**src/rtl/mem_arbiter.sv**
```systemverilog
// Round-robin arbiter sharing one memory port among NUM_REQ requesters,
// one outstanding access at a time, with a per-access timeout error response.
module mem_arbiter #(
  parameter int unsigned NUM_REQ    = 3,
  parameter int unsigned ADDR_WIDTH = 32,
  parameter int unsigned DATA_WIDTH = 32,
  parameter int unsigned TIMEOUT    = 64
) (
  input  logic                             clk,
  input  logic                             reset_n,
  input  logic [NUM_REQ-1:0]               req_valid,
  input  logic [NUM_REQ-1:0]               req_write,
  input  logic [NUM_REQ*ADDR_WIDTH-1:0]    req_addr,
  input  logic [NUM_REQ*DATA_WIDTH-1:0]    req_wdata,
  output logic [NUM_REQ-1:0]               req_ready,
  output logic [NUM_REQ-1:0]               rsp_valid,
  input  logic [NUM_REQ-1:0]               rsp_ready,
  output logic [DATA_WIDTH-1:0]            rsp_rdata,
  output logic                             rsp_err,
  output logic [ADDR_WIDTH-1:0]            mem_addr,
  output logic                             mem_read,
  output logic                             mem_write,
  output logic [DATA_WIDTH-1:0]            mem_wdata,
  input  logic [DATA_WIDTH-1:0]            mem_rdata,
  input  logic                             mem_ready,
  output logic                             busy
);

  localparam int unsigned IDX_W = (NUM_REQ > 1) ? $clog2(NUM_REQ) : 1;
  localparam int unsigned CNT_W = (TIMEOUT > 0) ? $clog2(TIMEOUT + 1) : 1;
  localparam logic [CNT_W-1:0] CNT_LAST = CNT_W'(TIMEOUT - 1);
  localparam logic [IDX_W-1:0] LAST_IDX = IDX_W'(NUM_REQ - 1);

  typedef enum logic [1:0] {IDLE, ACCESS, RESP} state_t;

  state_t                  state;
  logic [IDX_W-1:0]        rr_ptr;
  logic [IDX_W-1:0]        id;
  logic                    wr;
  logic [CNT_W-1:0]        cnt;
  logic                    found;
  logic [IDX_W-1:0]        win;
  logic [IDX_W-1:0]        cand;
  logic [ADDR_WIDTH-1:0]   addr_arr  [NUM_REQ];
  logic [DATA_WIDTH-1:0]   wdata_arr [NUM_REQ];

  for (genvar g = 0; g < NUM_REQ; g++) begin : g_unpack
    assign addr_arr[g]  = req_addr[g*ADDR_WIDTH +: ADDR_WIDTH];
    assign wdata_arr[g] = req_wdata[g*DATA_WIDTH +: DATA_WIDTH];
  end

  // Round-robin winner: first valid requester after rr_ptr, wrapping.
  always_comb begin
    found = 1'b0;
    win   = '0;
    cand  = '0;
    for (int unsigned k = 1; k <= NUM_REQ; k++) begin
      cand = IDX_W'((32'(rr_ptr) + k) % NUM_REQ);
      if (!found && req_valid[cand]) begin
        found = 1'b1;
        win   = cand;
      end
    end
  end

  assign req_ready = (state == IDLE && reset_n && found) ? (NUM_REQ'(1) << win) : '0;
  assign busy      = (state != IDLE);

  always_ff @(posedge clk or negedge reset_n) begin
    if (!reset_n) begin
      state     <= IDLE;
      rr_ptr    <= LAST_IDX;
      id        <= '0;
      wr        <= 1'b0;
      cnt       <= '0;
      mem_addr  <= '0;
      mem_wdata <= '0;
      mem_read  <= 1'b0;
      mem_write <= 1'b0;
      rsp_valid <= '0;
      rsp_rdata <= '0;
      rsp_err   <= 1'b0;
    end else begin
      case (state)
        IDLE: begin
          if (found) begin
            id        <= win;
            wr        <= req_write[win];
            mem_addr  <= addr_arr[win];
            mem_wdata <= wdata_arr[win];
            mem_read  <= !req_write[win];
            mem_write <= req_write[win];
            cnt       <= '0;
            state     <= ACCESS;
          end
        end
        ACCESS: begin
          // Completion wins over a timeout landing in the same cycle.
          if (mem_ready) begin
            mem_read  <= 1'b0;
            mem_write <= 1'b0;
            rsp_rdata <= wr ? '0 : mem_rdata;
            rsp_err   <= 1'b0;
            rsp_valid <= NUM_REQ'(1) << id;
            state     <= RESP;
          end else if (TIMEOUT != 0 && cnt == CNT_LAST) begin
            mem_read  <= 1'b0;
            mem_write <= 1'b0;
            rsp_rdata <= '0;
            rsp_err   <= 1'b1;
            rsp_valid <= NUM_REQ'(1) << id;
            state     <= RESP;
          end else if (cnt != '1) begin
            cnt <= cnt + CNT_W'(1);
          end
        end
        RESP: begin
          if (rsp_ready[id]) begin
            rsp_valid <= '0;
            rsp_rdata <= '0;
            rsp_err   <= 1'b0;
            rr_ptr    <= id;
            state     <= IDLE;
          end
        end
        default: state <= IDLE;
      endcase
    end
  end

endmodule

```
**config.mk**
```make
export PLATFORM = sky130hd
export DESIGN_NAME = mem_arbiter
export DESIGN_NICKNAME = d
export VERILOG_FILES = /design/src/rtl/mem_arbiter.sv
export SDC_FILE = /design/constraint.sdc
export NUM_CORES = 1
export LEC_CHECK = 0
export ABC_AREA = 1
export BUFFER_PORTS_ARGS = -buffer_cell sky130_fd_sc_hd__buf_2
export CORE_ASPECT_RATIO = 0.5
export CORE_MARGIN = 8
export CORE_UTILIZATION = 46
export DETAILED_ROUTE_END_ITERATION = 10
export HOLD_SLACK_MARGIN = 0.05
export PLACE_DENSITY_LB_ADDON = 0.25
export SKIP_CTS_REPAIR_TIMING = 1
export SYNTH_ARGS = -nofsm -noshare
export SYNTH_HDL_FRONTEND = slang
export SYNTH_SLANG_ARGS = --single-unit
```
**constraint.sdc**
```tcl
create_clock -name clk -period 2.5 [get_ports clk]
set_input_delay 0.125 -clock clk [delete_from_list [all_inputs] [get_ports clk]]
set_output_delay 0.125 -clock clk [all_outputs]
set_load 0.01 [all_outputs]
```
After elaboration in Yosys (flattened, before gate mapping)
Index checks and enable logic that the tools add are counted.

cells by class
  add/sub/neg operators = 4
  divide/modulo/power cells = 3
  order comparisons = 6
  equal/unequal tests = 10
  shifts and indexed selects = 2
  muxes and demuxes = 52
  bitwise logic cells = 1
  reduce and logical (&&, ||, !) cells = 17

operator list
  operator                                                    count
  two-way mux 32 bit                                          8
  binary-select mux 32 bit (select 2 bit)                     2
  remainder unit 32 x 2 -> 32 bit, second input constant      3
  one-hot mux 32 bit (2 select lines)                         1
  two-way mux 7 bit                                           4
  less-than comparator 2 x 3 -> 1 bit, second input constant  5
  two-way mux 1 bit                                           15
  two-way mux 2 bit                                           7
  one-hot mux 7 bit (2 select lines)                          1
  two-way mux 3 bit                                           4
  binary-select mux 1 bit (select 2 bit)                      5
  != test 2 bit, second input constant                        5
  AND reduction 3 bit                                         3
  adder 7 x 1 -> 7 bit, second input constant                 1
  == test 7 x 6 -> 1 bit, second input constant               1
  != test 7 bit, second input constant                        1
  adder 2 x 2 -> 3 bit, second input constant                 2
  one-hot mux 1 bit (2 select lines)                          3
  one-hot mux 2 bit (3 select lines)                          1
  one-hot mux 3 bit (2 select lines)                          1
  nonzero test 2 bit                                          3
  << shifter 1 x 2 -> 3 bit, first input constant             2
  AND reduction 5 bit                                         1
  logical AND 1 bit                                           4
  9 further kinds                                             12

storage, ports and cells
  register bits after elaboration = 116
  word-level logic and storage cells = 107

Logic depth before layout (Yosys ltp)
Gate-level depths: netlist of the first run.

  word-level depth = 16
  depth in mapped cells = 16
  mapped depth without buffers = 15

Worst setup path after synthesis of the first run
No wires, ideal clock.

  path kind = reg2out
  from = reg rr_ptr[1]
  to = out req_ready[0]
  arrival = 1888 ps
  path slack = 487 ps
  stages on the path, launching flop included = 12
  buffers on the path = 1
  path through = dfstp_2 > ha_1 > inv_2 > nand2_1 > nand3_1 > nand2_2 > nand2_1 > inv_2 > nand3_1 > nand3_2 > clkbuf_1 > nor3_1

between the ends
  word-level cells in the longest chain between the ends = 13
  elaborated cells on any way between the ends = 25
  classes of those cells = 3 x add/sub; 3 x div; 1 x shift; 13 x mux; 5 x reduce/logical

ends and longest elaborated chain
  element                                                                line  text
  start: declaration                                                     37    logic [IDX_W-1:0] rr_ptr;
  start signal: assignment                                               122   rr_ptr <= id;
  adder 2 x 1 -> 3 bit                                                   58    cand = IDX_W'((32'(rr_ptr) + k) % NUM_REQ);
  remainder unit 32 x 2 -> 32 bit                                        58
  binary-select mux 1 bit (select 2 bit)                                 59    if (!found && req_valid[cand]) begin
  two-way mux 1 bit (not written as such)                                59
  two-way mux 1 bit                                                      59
  logical NOT 1 bit                                                      59
  logical AND 1 bit                                                      59
  two-way mux 1 bit                                                      59
  logical NOT 1 bit                                                      59
  logical AND 1 bit                                                      59
  two-way mux 2 bit / two-way mux 1 bit (equally long branches)          59
  << shifter 1 x 2 -> 3 bit / logical AND 1 bit (equally long branches)  66    assign req_ready = (state == IDLE && reset_n && found) ? (NUM_REQ'(1) << win) : '0;
  two-way mux 3 bit (*)                                                  66
  end: declaration                                                       15    output logic [NUM_REQ-1:0] req_ready,

Every way passes the cells marked *; elsewhere a longest branch is shown, timed or not. The select of a mux whose other input is x is not followed.

Worst setup path in the final report of the first run
  from = reg rr_ptr[1]
  to = out req_ready[1]

Same word-level chain as after synthesis.

==> impl_results.html, run 1 <==
<table>
<tr><th>Metric</th><th>Value</th></tr>
<tr><th colspan="2">STA</th></tr>
<tr><td>Period Utilization, post-route</td><td>0.984</td></tr>
<tr><td>Transition time at the pin with the least slew margin</td><td>612 ps</td></tr>
<tr><td>Setup-violating endpoint count in the final report</td><td>0</td></tr>
<tr><td>Setup repair after global routing missed its margin</td><td>yes</td></tr>
<tr><td>Final count of pins violating max slew</td><td>0</td></tr>
<tr><td>Highest attainable clock frequency</td><td>between 0.4 and 0.5 GHz</td></tr>
<tr><td>Final critical path time including I/O delays and setup</td><td>2460 ps</td></tr>
<tr><td>Final Hold Viols</td><td>0</td></tr>
<tr><td>Worst clock skew</td><td>9.76 ps</td></tr>
<tr><td>Relative slew margins</td><td>0.592</td></tr>
<tr><th colspan="2">Floorplan</th></tr>
<tr><td>Initial cell density of the core</td><td>0.476</td></tr>
<tr><td>Die outline area</td><td>0.0185 mm²</td></tr>
<tr><td>Horizontal extent of the die</td><td>roughly 180 µm</td></tr>
<tr><td>Core Area</td><td>0.0137 mm²</td></tr>
<tr><td>DIE HEIGHT</td><td>100 µm</td></tr>
<tr><td>Row Count</td><td>30</td></tr>
<tr><td>Number of ports placed on the die boundary</td><td>342</td></tr>
<tr><th colspan="2">Worst hold path</th></tr>
<tr><td>Hold Path Depth</td><td>3</td></tr>
<tr><td>Launch instance of the worst min-delay path</td><td>req_addr[69]</td></tr>
<tr><td>Type of the worst min-delay path</td><td>in2reg</td></tr>
<tr><th colspan="2">Logic synthesis</th></tr>
<tr><td>Syn nets</td><td>roughly 1100</td></tr>
<tr><td>Netlist cell types</td><td>30</td></tr>
<tr><td>Average cell area after synthesis</td><td>7.50 µm²</td></tr>
<tr><td>Async SR Flop Fraction</td><td>1.00</td></tr>
<tr><td>Gate Count Post-Synth</td><td>slightly below 900</td></tr>
<tr><td>Synth Warn #</td><td>0</td></tr>
<tr><td>Netlist area before placement</td><td>between 0.006 and 0.007 mm²</td></tr>
<tr><td>Post-synthesis register bit count</td><td>116</td></tr>
<tr><td>Post-synth EDFFs</td><td>0</td></tr>
<tr><td>Share of the yosys chip area belonging to registers</td><td>0.445</td></tr>
<tr><td>Main synth FF type</td><td>dfrtp_1</td></tr>
<tr><th colspan="2">Setup path</th></tr>
<tr><td>Worst reg2reg path endpoint</td><td>mem_wdata[28]</td></tr>
<tr><td>Cells on worst reg2reg path</td><td>11</td></tr>
<tr><td>Critical Setup Path Class</td><td>reg2out</td></tr>
<tr><td>Required @ worst endpoint</td><td>2380 ps</td></tr>
<tr><td>Slack of the worst reg-to-reg path</td><td>120 ps</td></tr>
<tr><td>Endpoint class of the critical path</td><td>output port</td></tr>
<tr><td>Worst setup endpoint</td><td>req_ready[1]</td></tr>
<tr><td>Startpoint kind of the worst setup timing path</td><td>flip-flop</td></tr>
<tr><td>Crit. Startpoint</td><td>rr_ptr[1]</td></tr>
<tr><td>Critical register-to-register path startpoint</td><td>rr_ptr[1]</td></tr>
<tr><td>CP arrival</td><td>2330 ps</td></tr>
<tr><td>Top fanout value on the critical path</td><td>4</td></tr>
<tr><th colspan="2">Global route</th></tr>
<tr><td>First-pass GRT wire length</td><td>36.1 mm</td></tr>
<tr><td>Initial antenna violation count</td><td>2</td></tr>
<tr><td>Final global-route overflow total</td><td>0</td></tr>
<tr><td>Global-route total usage across every layer</td><td>0.241</td></tr>
<tr><td>Maximum number of pins on one net before global-route repair</td><td>about 120</td></tr>
<tr><td>Number of global-route vias before repair</td><td>approximately 7100</td></tr>
<tr><th colspan="2">Layout</th></tr>
<tr><td>Sequential standard cell area</td><td>about 0.0029 mm²</td></tr>
<tr><td>Total of fill cells in the finished design</td><td>~1100</td></tr>
<tr><td>Final nets</td><td>between 1500 and 2000</td></tr>
<tr><td>Layout overhead on the synthesized area</td><td>51.1%</td></tr>
<tr><td>Post-route cell area</td><td>around 0.0099 mm²</td></tr>
<tr><td>Layout cells sized above 1</td><td>0.339</td></tr>
<tr><td>Utilization of the core after routing</td><td>0.719</td></tr>
<tr><td>Area of the multi-input gates</td><td>slightly above 0.003 mm²</td></tr>
<tr><th colspan="2">Pwr</th></tr>
<tr><td>Part of the power in the clock network</td><td>0.145</td></tr>
<tr><td>Leakage power total</td><td>roughly 5 nW</td></tr>
<tr><td>Sw Share</td><td>0.486</td></tr>
<tr><td>Portion of total power attributed to sequential cells</td><td>0.212</td></tr>
<tr><td>Peak supply drop</td><td>1.44 mV</td></tr>
<tr><td>Total Power Consumption</td><td>0.0160 W</td></tr>
<tr><td>Power density over cell area</td><td>1630 mW/mm²</td></tr>
<tr><td>Int Pwr</td><td>0.00824 W</td></tr>
<tr><td>Reported net switching power</td><td>0.00778 W</td></tr>
<tr><td>Relative contribution of combinational cells to total power</td><td>0.643</td></tr>
<tr><th colspan="2">Run status</th></tr>
<tr><td>Outcome</td><td>finished, final reports clean</td></tr>
<tr><th colspan="2">Clock network</th></tr>
<tr><td>Number of buffers inserted during clock tree synthesis</td><td>17</td></tr>
<tr><td>CTS tree</td><td>done</td></tr>
<tr><td>Max clock buf depth</td><td>2</td></tr>
<tr><td>Clock insertion delay at the later pin of the skew report</td><td>410 ps</td></tr>
<tr><td>CTS clock-pin slew for the worst setup and hold paths</td><td>60 ps</td></tr>
<tr><td>Clk sink count</td><td>around 120</td></tr>
<tr><td>Htree depth</td><td>4</td></tr>
<tr><td>Clock root buffer</td><td>clkbuf_16</td></tr>
<tr><th colspan="2">Detailed routing</th></tr>
<tr><td>Routed Wire Length</td><td>around 25 mm</td></tr>
<tr><td>Initial DRC Count</td><td>489</td></tr>
<tr><td>Routed length per placed instance</td><td>17.1 µm</td></tr>
<tr><td>Pre-Repair DR Iteration Count</td><td>7</td></tr>
<tr><td>Total number of vias</td><td>7600</td></tr>
<tr><td>Post-route ant nets</td><td>0</td></tr>
<tr><td>Remaining design rule violation count</td><td>0</td></tr>
<tr><td>Ratio of routed vias to standard cells</td><td>5.17</td></tr>
<tr><th colspan="2">Placement</th></tr>
<tr><td>HPWL after detailed placement</td><td>17.2 mm</td></tr>
<tr><td>Number of I/O port buffers</td><td>341</td></tr>
<tr><td>Final GP Congestion</td><td>0.897</td></tr>
<tr><td>Cell Area, Placed</td><td>0.00846 mm²</td></tr>
<tr><th colspan="2">Job</th></tr>
<tr><td>Total of max-cap violations</td><td>0</td></tr>
</table>
[stage by stage]
step / std cells / TNS, ps / worst slack [ps] / hold slack [ps]
6_report: 1470 / 0 / 40.5 / 19.8
3_5_place_dp: 1362 / 0 / 52.3 / 289
5_1_grt: 1469 / -600 / -115 / 50.5
3_3_place_gp: 1362 / 0 / 192 / 286
2_1_floorplan: 870 / 0 / 487 / -171
4_1_cts: 1394 / -528 / -223 / -137
[cell usage after synthesis (6+ instances only)]
master	number	area [µm²]
nand2_1	137	514
a21oi_1	162	811
buf_2	37	185
buf_4	8	60.1
nand3b_1	65	488
dfrtp_1	115	2880
clkbuf_1	11	41.3
o21ai_0	6	30.0
inv_1	90	338
nor2_1	104	390
nand3_1	92	460
o21ai_1	7	35.0
[cell families (layout without fill, tap and decap cells)]
group	Yosys count	in the layout	synth area share
adders and majority gates	5	5	0.00959
AOI/OAI and AO/OA	181	181	0.141
other	0	2	0
buffers and inverters	154	560	0.101
xor gates and xnor gates	2	2	0.00269
DFF	116	116	0.445
and+or+nand+nor	412	412	0.300
[worst min-delay path by stage]
stage                     to  slack [ps]
4_1_cts        rsp_rdata[23]        -140
5_1_grt        mem_wdata[26]          50
2_1_floorplan         cnt[0]        -170
3_3_place_gp           id[0]         290
3_5_place_dp       mem_write         290
6_report         mem_addr[5]          20
[power groups by stage]
stage	Combinational, W	Clock, W	Sequential, W
4_1_cts	0.00953	0.00238	0.00337
6_report	0.0103	0.00233	0.00339
3_5_place_dp	0.00951	0	0.00339
2_1_floorplan	0.00606	0	0.00376
5_1_grt	0.0114	0.00246	0.00351
3_3_place_gp	0.00932	0	0.00335
[sequential cells by signal, summed over array words and instances, names as in the netlist]
register,count
mem_write,1
rsp_valid,3
rsp_err,1
state,2
wr,1
mem_read,1
cnt,7
mem_wdata,32
id,2
rsp_rdata,32
rr_ptr,2
mem_addr,32
[layout make-up]
cell class              count  share of cell area
inverters                  95              0.0364
flip-flops and latches    116               0.295
diodes                      2            0.000508
multi-input cells         600               0.311
clock buffers              18              0.0446
clock inverters            14              0.0130
well taps                 192              0.0244
repair buffers            433               0.275
[placed cells by master (no fill, tap or decap), drive strengths merged]
| master | synthesis | final |
|---|---|---|
| o21bai | 1 | 1 |
| xor2 | 2 | 2 |
| nand4 | 4 | 4 |
| clkinvlp | 0 | 4 |
| nor2 | 104 | 104 |
| nand3b | 65 | 65 |
| dfstp | 1 | 1 |
| nor4 | 1 | 1 |
| dlygate4sd3 | 0 | 62 |
| nand3 | 96 | 96 |
| o22ai | 1 | 1 |
| a21oi | 163 | 163 |
| a21boi | 1 | 1 |
| dfrtp | 115 | 115 |
| clkinv | 0 | 5 |
| nor3 | 3 | 3 |
| inv | 95 | 99 |
| clkbuf | 12 | 19 |
| nand2 | 139 | 139 |
| bufinv | 0 | 1 |
| ha | 5 | 5 |
| diode | 0 | 2 |
| o211ai | 1 | 1 |
| o21ai | 14 | 14 |
| buf | 47 | 370 |
[metal layers]
layer  track usage  share of wire
met5             0        0.00052
met4         0.105          0.029
met3        0.0804          0.095
met2         0.404           0.49
met1         0.281           0.39
[worst max-delay path, cell delays in order (launching register included)]
cell	delay [ps]
dfstp_2	570
inv_1	80
ha_2	200
nand2_1	90
nand3_1	150
nand2_2	170
nand3_4	120
o21bai_2	230
inv_1	70
nor2_1	110
buf_2	140
Power figures use the tool's default switching activity.
==> inputs of run 2 (changes only) <==
--- a/config.mk
+++ b/config.mk
@@ -7,7 +7,6 @@
 export LEC_CHECK = 0
 export ABC_AREA = 1
 export BUFFER_PORTS_ARGS = -buffer_cell sky130_fd_sc_hd__buf_2
-export CORE_ASPECT_RATIO = 0.5
 export CORE_MARGIN = 8
 export CORE_UTILIZATION = 46
 export DETAILED_ROUTE_END_ITERATION = 10
==> run 2 against run 1 <==
Non-clock buffer count up 15. Highest routed layer is now met4. Sequential share of layout area down 0.65 points. Combinational power up 7%. Register-to-register slack better by 30 ps.
==> impl_results.html, run 2 (synthesis gave the netlist of run 1 again) <==
<table>
<tr><th>Metric</th><th>Value</th></tr>
<tr><th colspan="2">Run status</th></tr>
<tr><td>Outcome</td><td>finished, final reports clean</td></tr>
<tr><th colspan="2">Layout</th></tr>
<tr><td>Most common cell after layout, fill and taps aside</td><td>buf_2</td></tr>
<tr><td>Final nets</td><td>1519 (+1.0%)</td></tr>
<tr><td>Area of the multi-input gates</td><td>0.00314 mm² (+2.2%)</td></tr>
<tr><td>Leading cell types in the layout, fill and taps excluded</td><td>buf_2, a21oi_1, nand2_1, dfrtp_1, nor2_1</td></tr>
<tr><td>Layout overhead on the synthesized area</td><td>54.6%</td></tr>
<tr><td>Layout cells sized above 1</td><td>0.343 (+0.00485)</td></tr>
<tr><td>Leading registers by flop count</td><td>mem_addr (32), mem_wdata (32), rsp_rdata (32)</td></tr>
<tr><td>Total of fill cells in the finished design</td><td>1069 (-3.3%)</td></tr>
<tr><td>Sequential standard cell area</td><td>0.00291 mm² (about the same)</td></tr>
<tr><td>Final instance count without filler cells</td><td>1474 (+0.27%)</td></tr>
<tr><th colspan="2">Clock network</th></tr>
<tr><td>Clock root buffer</td><td>clkbuf_16</td></tr>
<tr><td>CTS tree</td><td>done</td></tr>
<tr><td>Clk sink count</td><td>116 (unchanged)</td></tr>
<tr><td>Htree depth</td><td>4 (unchanged)</td></tr>
<tr><td>Max clock buf depth</td><td>2 (unchanged)</td></tr>
<tr><td>Number of buffers inserted during clock tree synthesis</td><td>17 (unchanged)</td></tr>
<tr><td>CTS clock-pin slew for the worst setup and hold paths</td><td>50 ps (about the same)</td></tr>
<tr><td>Clock insertion delay at the later pin of the skew report</td><td>420 ps (about the same)</td></tr>
<tr><th colspan="2">Setup path</th></tr>
<tr><td>Top fanout value on the critical path</td><td>7 (+3)</td></tr>
<tr><td>Critical register-to-register path startpoint</td><td>rr_ptr[1]</td></tr>
<tr><td>Cells on worst reg2reg path</td><td>15 (+4)</td></tr>
<tr><td>CP arrival</td><td>2350 ps (+20 ps)</td></tr>
<tr><td>Startpoint kind of the worst setup timing path</td><td>flip-flop</td></tr>
<tr><td>Slack of the worst reg-to-reg path</td><td>150 ps (+30 ps)</td></tr>
<tr><td>Worst reg2reg path endpoint</td><td>mem_write</td></tr>
<tr><td>Endpoint class of the critical path</td><td>output port</td></tr>
<tr><td>Required @ worst endpoint</td><td>2380 ps (about the same)</td></tr>
<tr><td>Critical Setup Path Class</td><td>reg2out</td></tr>
<tr><th colspan="2">Pwr</th></tr>
<tr><td>Power density over cell area</td><td>1660 mW/mm² (+2.3%)</td></tr>
<tr><td>Reported net switching power</td><td>0.00807 W (+3.6%)</td></tr>
<tr><td>Int Pwr</td><td>0.00870 W (+5.6%)</td></tr>
<tr><td>Portion of total power attributed to sequential cells</td><td>0.204 (-0.008)</td></tr>
<tr><td>Part of the power in the clock network</td><td>0.138 (-0.007)</td></tr>
<tr><td>Peak supply drop</td><td>1.28 mV (-11%)</td></tr>
<tr><td>Leakage power total</td><td>5.24 nW (+1.9%)</td></tr>
<tr><td>Sw Share</td><td>0.481 (-0.00462)</td></tr>
<tr><td>Relative contribution of combinational cells to total power</td><td>0.658 (+0.015)</td></tr>
<tr><th colspan="2">Floorplan</th></tr>
<tr><td>DIE HEIGHT</td><td>135 µm (+35%)</td></tr>
<tr><td>Row Count</td><td>43 (+43%)</td></tr>
<tr><td>Core Area</td><td>0.0139 mm² (+1.3%)</td></tr>
<tr><td>Number of ports placed on the die boundary</td><td>342 (unchanged)</td></tr>
<tr><td>Die outline area</td><td>0.0182 mm² (-1.2%)</td></tr>
<tr><td>Horizontal extent of the die</td><td>135 µm (-27%)</td></tr>
<tr><td>Initial cell density of the core</td><td>0.470 (-0.00618)</td></tr>
<tr><th colspan="2">Detailed routing</th></tr>
<tr><td>Post-route ant nets</td><td>0 (unchanged)</td></tr>
<tr><td>Initial DRC Count</td><td>537 (+9.8%)</td></tr>
<tr><td>Ratio of routed vias to standard cells</td><td>5.34 (+3.4%)</td></tr>
<tr><td>Routed length per placed instance</td><td>18.4 µm (+7.8%)</td></tr>
<tr><td>Routed Wire Length</td><td>27.2 mm (+8.1%)</td></tr>
<tr><td>Total number of vias</td><td>7878 (+3.7%)</td></tr>
<tr><td>Pre-Repair DR Iteration Count</td><td>8 (+1)</td></tr>
<tr><td>Remaining design rule violation count</td><td>0 (unchanged)</td></tr>
<tr><th colspan="2">Worst hold path</th></tr>
<tr><td>Launch instance of the worst min-delay path</td><td>req_addr[87]</td></tr>
<tr><td>Worst Hold Endpoint</td><td>mem_addr[23]</td></tr>
<tr><td>Hold Path Depth</td><td>3 (unchanged)</td></tr>
<tr><td>Type of the worst min-delay path</td><td>in2reg</td></tr>
<tr><th colspan="2">STA</th></tr>
<tr><td>Worst clock skew</td><td>9.57 ps (-0.187 ps)</td></tr>
<tr><td>Final critical path time including I/O delays and setup</td><td>2470 ps (+11.1 ps)</td></tr>
<tr><td>Final Hold Viols</td><td>0 (unchanged)</td></tr>
<tr><td>Period Utilization, post-route</td><td>0.988 (+0.00444)</td></tr>
<tr><td>Setup-violating endpoint count in the final report</td><td>0 (unchanged)</td></tr>
<tr><td>Relative slew margins</td><td>0.583 (-0.00860)</td></tr>
<tr><td>Min Hold Slack</td><td>17.0 ps (-2.79 ps)</td></tr>
<tr><td>Final count of pins violating max slew</td><td>0 (unchanged)</td></tr>
<tr><td>Highest attainable clock frequency</td><td>0.405 GHz (-0.45%)</td></tr>
<tr><td>Transition time at the pin with the least slew margin</td><td>625 ps (+12.9 ps)</td></tr>
<tr><th colspan="2">Global route</th></tr>
<tr><td>Maximum number of pins on one net before global-route repair</td><td>117 (unchanged)</td></tr>
<tr><td>Global-route total usage across every layer</td><td>0.262 (+0.0206)</td></tr>
<tr><td>First-pass GRT wire length</td><td>37.8 mm (+4.5%)</td></tr>
<tr><td>Initial antenna violation count</td><td>3 (+1)</td></tr>
<tr><td>Number of global-route vias before repair</td><td>7236 (+1.2%)</td></tr>
<tr><td>Final global-route overflow total</td><td>0 (unchanged)</td></tr>
<tr><th colspan="2">Placement</th></tr>
<tr><td>Number of I/O port buffers</td><td>341 (unchanged)</td></tr>
<tr><td>HPWL after detailed placement</td><td>18.1 mm (+4.9%)</td></tr>
<tr><td>Final GP Congestion</td><td>0.885 (-1.3%)</td></tr>
<tr><td>Total instance count after detailed placement</td><td>1353 (-0.66%)</td></tr>
<tr><th colspan="2">Job</th></tr>
<tr><td>Total of max-cap violations</td><td>0 (unchanged)</td></tr>
</table>
## run 2: cell types whose count changed in the layout (fill, tap and decap cells not counted), sizes merged
cell and change:
dlygate4sd3 +8, diode +2, clkinv -2, inv -4, clkbuf +9, clkinvlp -4, buf +7
## run 2: through the flow
step / total power (W) / setup slack [ps] / instance area, µm² / setup TNS (ps) / utilization
final: 0.0168 / 29.4 / 10100 / 0 / 0.726
after CTS: 0.0156 / -243 / 9050 / -616 / 0.652
after global placement: 0.0131 / 197 / 8500 / 0 / 0.612
after global routing: 0.0180 / -82.1 / 10100 / -215 / 0.726
after detailed placement: 0.0133 / 102 / 8500 / 0 / 0.612
after floorplan: 0.00982 / 487 / 6520 / 0 / -
## run 2: routing by layer
layer,share of wire,global-route usage
met1,0.36,0.289
met2,0.50,0.437
met3,0.11,0.104
met4,0.037,0.117
met5,0,0
## run 2: worst max-delay path by stage
stage,startpoint,end,slack [ps],cells after the start
detailed placement,rr_ptr[0],cnt[4],100,15
global placement,rr_ptr[0],cnt[4],200,15
finish,rr_ptr[1],req_ready[0],30,10
CTS,rr_ptr[0],req_ready[0],-240,14
floorplan,rr_ptr[1],req_ready[0],490,11
global route,rr_ptr[1],req_ready[0],-80,10
## run 2: critical path: stages, from the launching register on
cell	delay [ps]
dfstp_2	570
ha_4	250
o21ai_2	190
nand2_4	110
nand2_2	90
inv_2	60
nand3_2	70
nand3_2	100
buf_12	150
nor3_4	160
buf_2	160
## run 2: final cells by class
type | instances | share of cell area
multi-input cells | 600 | 0.311
flip-flops and latches | 116 | 0.288
repair buffers | 448 | 0.286
clock buffers | 27 | 0.0509
inverters | 95 | 0.0359
well taps | 180 | 0.0223
clock inverters | 4 | 0.00447
diodes | 4 | 0.000993
## run 2: power by group through the flow
stage                     Clock, W  Combinational, W  Sequential (W)
final                      0.00231            0.0110         0.00342
after global routing       0.00242            0.0121         0.00352
after CTS                  0.00234           0.00992         0.00339
after detailed placement         0           0.00989         0.00339
after global placement           0           0.00968         0.00337
after floorplan                  0           0.00606         0.00376
==> inputs of run 3 (changes only) <==
--- a/config.mk
+++ b/config.mk
@@ -8,7 +8,7 @@
 export ABC_AREA = 1
 export BUFFER_PORTS_ARGS = -buffer_cell sky130_fd_sc_hd__buf_2
 export CORE_MARGIN = 8
-export CORE_UTILIZATION = 46
+export CORE_UTILIZATION = 42
 export DETAILED_ROUTE_END_ITERATION = 10
 export HOLD_SLACK_MARGIN = 0.05
 export PLACE_DENSITY_LB_ADDON = 0.25
==> constraint.sdc (replaced) <==
create_clock -name clk -period 2.05 [get_ports clk]
set_input_delay 0.1025 -clock clk [delete_from_list [all_inputs] [get_ports clk]]
set_output_delay 0.1025 -clock clk [all_outputs]
set_load 0.01 [all_outputs]
==> run 3 against run 2 <==
The flow now finishes with violations (setup timing). Sequential cell count unchanged. Hold slack got worse by 1.5 ps. Clock power increased by 33%. Via count increased by 9.1%.
==> impl_results.html, run 3 (synthesis gave the netlist of run 1 again) <==
<table>
<tr><th>Metric</th><th>Value</th></tr>
<tr><th colspan="2">Run status</th></tr>
<tr><td>Outcome</td><td>finished with violations</td></tr>
<tr><td>Violations in the final reports</td><td>setup timing</td></tr>
<tr><th colspan="2">Pwr</th></tr>
<tr><td>Leakage power total</td><td>5.79 nW (+11%)</td></tr>
<tr><td>Reported net switching power</td><td>0.0120 W (+48%)</td></tr>
<tr><td>Power density over cell area</td><td>2180 mW/mm² (+31%)</td></tr>
<tr><td>Part of the power in the clock network</td><td>0.121 (-0.017)</td></tr>
<tr><td>Peak supply drop</td><td>1.14 mV (-11%)</td></tr>
<tr><td>Relative contribution of combinational cells to total power</td><td>0.714 (+0.056)</td></tr>
<tr><td>Total Power Consumption</td><td>0.0254 W (+51%)</td></tr>
<tr><td>Portion of total power attributed to sequential cells</td><td>0.165 (-0.039)</td></tr>
<tr><td>Int Pwr</td><td>0.0134 W (+54%)</td></tr>
<tr><td>Sw Share</td><td>0.471 (-0.00973)</td></tr>
<tr><th colspan="2">Layout</th></tr>
<tr><td>Most common cell after layout, fill and taps aside</td><td>buf_2</td></tr>
<tr><td>Leading cell types in the layout, fill and taps excluded</td><td>buf_2, nand2_1, dfrtp_1, dlygate4sd3_1, a21oi_1</td></tr>
<tr><td>Leading registers by flop count</td><td>mem_addr (32), mem_wdata (32), rsp_rdata (32)</td></tr>
<tr><td>Layout overhead on the synthesized area</td><td>78.6%</td></tr>
<tr><td>Layout cells sized above 1</td><td>0.416 (+0.0730)</td></tr>
<tr><td>Final nets</td><td>1597 (+5.1%)</td></tr>
<tr><td>Total of fill cells in the finished design</td><td>981 (-8.2%)</td></tr>
<tr><td>Post-route cell area</td><td>0.0116 mm² (+16%)</td></tr>
<tr><th colspan="2">Clock network</th></tr>
<tr><td>Clk sink count</td><td>116 (unchanged)</td></tr>
<tr><td>Number of buffers inserted during clock tree synthesis</td><td>17 (unchanged)</td></tr>
<tr><td>CTS clock-pin slew for the worst setup and hold paths</td><td>60 ps (about the same)</td></tr>
<tr><td>Max clock buf depth</td><td>2 (unchanged)</td></tr>
<tr><td>Clock insertion delay at the later pin of the skew report</td><td>420 ps (about the same)</td></tr>
<tr><td>Htree depth</td><td>4 (unchanged)</td></tr>
<tr><td>Clock root buffer</td><td>clkbuf_16</td></tr>
<tr><td>CTS tree</td><td>done</td></tr>
<tr><th colspan="2">STA</th></tr>
<tr><td>Setup repair after global routing missed its margin</td><td>yes</td></tr>
<tr><td>Final Hold Viols</td><td>0 (unchanged)</td></tr>
<tr><td>Highest attainable clock frequency</td><td>between 0.4 and 0.5 GHz</td></tr>
<tr><td>Relative slew margins</td><td>0.556 (-0.0274)</td></tr>
<tr><td>Final critical path time including I/O delays and setup</td><td>2400 ps</td></tr>
<tr><td>Min Hold Slack</td><td>15.5 ps (-1.53 ps)</td></tr>
<tr><td>Worst clock skew</td><td>8.82 ps (-0.752 ps)</td></tr>
<tr><td>Period Utilization, post-route</td><td>1.17</td></tr>
<tr><td>Worst path setup slack after routing</td><td>-346 ps (-375 ps)</td></tr>
<tr><td>Setup-violating endpoint count in the final report</td><td>70 (+70)</td></tr>
<tr><td>Transition time at the pin with the least slew margin</td><td>666 ps (+41.1 ps)</td></tr>
<tr><td>Final count of pins violating max slew</td><td>0 (unchanged)</td></tr>
<tr><th colspan="2">Floorplan</th></tr>
<tr><td>Horizontal extent of the die</td><td>141 µm (+4.1%)</td></tr>
<tr><td>Row Count</td><td>45 (+4.7%)</td></tr>
<tr><td>DIE HEIGHT</td><td>141 µm (+4.1%)</td></tr>
<tr><td>Number of ports placed on the die boundary</td><td>342 (unchanged)</td></tr>
<tr><td>Core Area</td><td>0.0152 mm² (+9.5%)</td></tr>
<tr><td>Initial cell density of the core</td><td>0.429 (-0.0408)</td></tr>
<tr><td>Die outline area</td><td>0.0198 mm² (+8.4%)</td></tr>
<tr><th colspan="2">Setup path</th></tr>
<tr><td>Biggest cell delay along the critical path</td><td>590 ps (+20 ps)</td></tr>
<tr><td>Startpoint kind of the worst setup timing path</td><td>flip-flop</td></tr>
<tr><td>Top fanout value on the critical path</td><td>13 (+6)</td></tr>
<tr><td>Crit. Startpoint</td><td>rr_ptr[1]</td></tr>
<tr><td>Critical Setup Path Class</td><td>reg2reg</td></tr>
<tr><td>CP arrival</td><td>2690 ps (+340 ps)</td></tr>
<tr><td>Endpoint class of the critical path</td><td>flip-flop</td></tr>
<tr><td>Required @ worst endpoint</td><td>2340 ps (-40 ps)</td></tr>
<tr><td>Most used cell, CP</td><td>a21oi_1</td></tr>
<tr><td>Buffers plus inverters on the worst setup path</td><td>4 (+1)</td></tr>
<tr><td>Critical register-to-register path startpoint</td><td>rr_ptr[1]</td></tr>
<tr><td>Cell family with most CP delay</td><td>flip-flops</td></tr>
<tr><td>CP Cell Sequence</td><td>ha_4 &gt; o21ai_2 &gt; nand2_4 &gt; nand2_2 &gt; inv_2 &gt; nand3_1 &gt; nand3_4 &gt; buf_4 &gt; buf_12 &gt; clkbuf_16 &gt; a21oi_1 &gt; a21oi_1</td></tr>
<tr><td>Critical-path cell with the highest stage delay</td><td>dfstp_2</td></tr>
<tr><th colspan="2">Placement</th></tr>
<tr><td>HPWL after detailed placement</td><td>18.6 mm (+2.9%)</td></tr>
<tr><td>Cell Area, Placed</td><td>0.00871 mm² (+2.5%)</td></tr>
<tr><td>Final GP Congestion</td><td>0.894 (+0.95%)</td></tr>
<tr><td>Number of I/O port buffers</td><td>341 (unchanged)</td></tr>
<tr><th colspan="2">Worst hold path</th></tr>
<tr><td>Launch instance of the worst min-delay path</td><td>req_addr[77]</td></tr>
<tr><td>Type of the worst min-delay path</td><td>in2reg</td></tr>
<tr><th colspan="2">Detailed routing</th></tr>
<tr><td>Post-route ant nets</td><td>0 (unchanged)</td></tr>
<tr><td>Ratio of routed vias to standard cells</td><td>5.50 (+2.9%)</td></tr>
<tr><td>Routed length per placed instance</td><td>20.3 µm (+10%)</td></tr>
<tr><td>Initial DRC Count</td><td>588 (+9.5%)</td></tr>
<tr><td>Pre-Repair DR Iteration Count</td><td>7 (-1)</td></tr>
<tr><td>Remaining design rule violation count</td><td>0 (unchanged)</td></tr>
<tr><td>Total number of vias</td><td>8596 (+9.1%)</td></tr>
<tr><td>Routed Wire Length</td><td>31.7 mm (+17%)</td></tr>
<tr><th colspan="2">Job</th></tr>
<tr><td>Total of max-cap violations</td><td>0 (unchanged)</td></tr>
<tr><th colspan="2">Global route</th></tr>
<tr><td>First-pass GRT wire length</td><td>39.3 mm (+4.0%)</td></tr>
<tr><td>Global-route total usage across every layer</td><td>0.248 (-0.0145)</td></tr>
<tr><td>Final global-route overflow total</td><td>0 (unchanged)</td></tr>
<tr><td>Number of global-route vias before repair</td><td>7511 (+3.8%)</td></tr>
<tr><td>Maximum number of pins on one net before global-route repair</td><td>117 (unchanged)</td></tr>
<tr><td>Initial antenna violation count</td><td>2 (-1)</td></tr>
</table>
run 3: cell count changes in the layout (fill, tap and decap cells not counted), sizes merged, moves of 2 or more:
cell and delta:
dlygate4sd3 +43, buf +26, clkinv +4, clkinvlp +4
bufinv +2, diode +2
run 3: power by group through the flow:
stage                     logic [W]  clock network [W]  registers, W
after floorplan             0.00739                  0       0.00458
after global placement       0.0126                  0       0.00408
after detailed placement     0.0128                  0       0.00411
after CTS                    0.0128            0.00311       0.00411
after global routing         0.0194            0.00321       0.00430
final                        0.0181            0.00308       0.00418
run 3: final cells by class:
| type | instances | area (µm²) | share of cell area |
|---|---|---|---|
| antenna | 6 | 15.0 | 0.00129 |
| inverter | 95 | 367 | 0.0315 |
| tap | 188 | 235 | 0.0202 |
| timing repair buffer | 526 | 3900 | 0.335 |
| clock inverter | 15 | 183 | 0.0157 |
| multi-input combinational | 600 | 3610 | 0.310 |
| sequential | 116 | 2900 | 0.249 |
| clock buffer | 17 | 425 | 0.0365 |
run 3: per-layer routing:
layer	wire, µm	global-route usage	up-vias	part of all wire
li1	-	-	3837	-
met1	11200	0.281	4047	0.35
met2	15800	0.415	588	0.50
met3	3330	0.0922	124	0.10
met4	1410	0.0984	0	0.044
met5	0	0	-	0
run 3: final timing paths:
kind	end	slack, ps	cells after the start
setup / recovery	mem_wdata[19]	-350	12
hold / removal	mem_addr[13]	20	3
setup reg to reg	mem_wdata[19]	-350	12
hold reg to reg	mem_write	490	2
max in group asynchronous	mem_wdata[7]	1090	3
min in group asynchronous	rsp_err	420	3
run 3: per-stage QoR:
stage	util	worst slack [ps]	setup TNS, ps	std cells
final	0.766	-346	-17420	1563
after global routing	0.765	-449	-23560	1559
after CTS	0.613	-617	-13940	1415
after detailed placement	0.573	-193	-11360	1383
after global placement	0.573	-163	-8400	1383
after floorplan	-	58.8	0	870
run 3: tightest hold or removal path, delay by kind of cell:
| family | cells | cell delay [ps] |
|---|---|---|
| buffers and inverters | 1 | 80 |
| AOI/OAI and AO/OA | 2 | 190 |
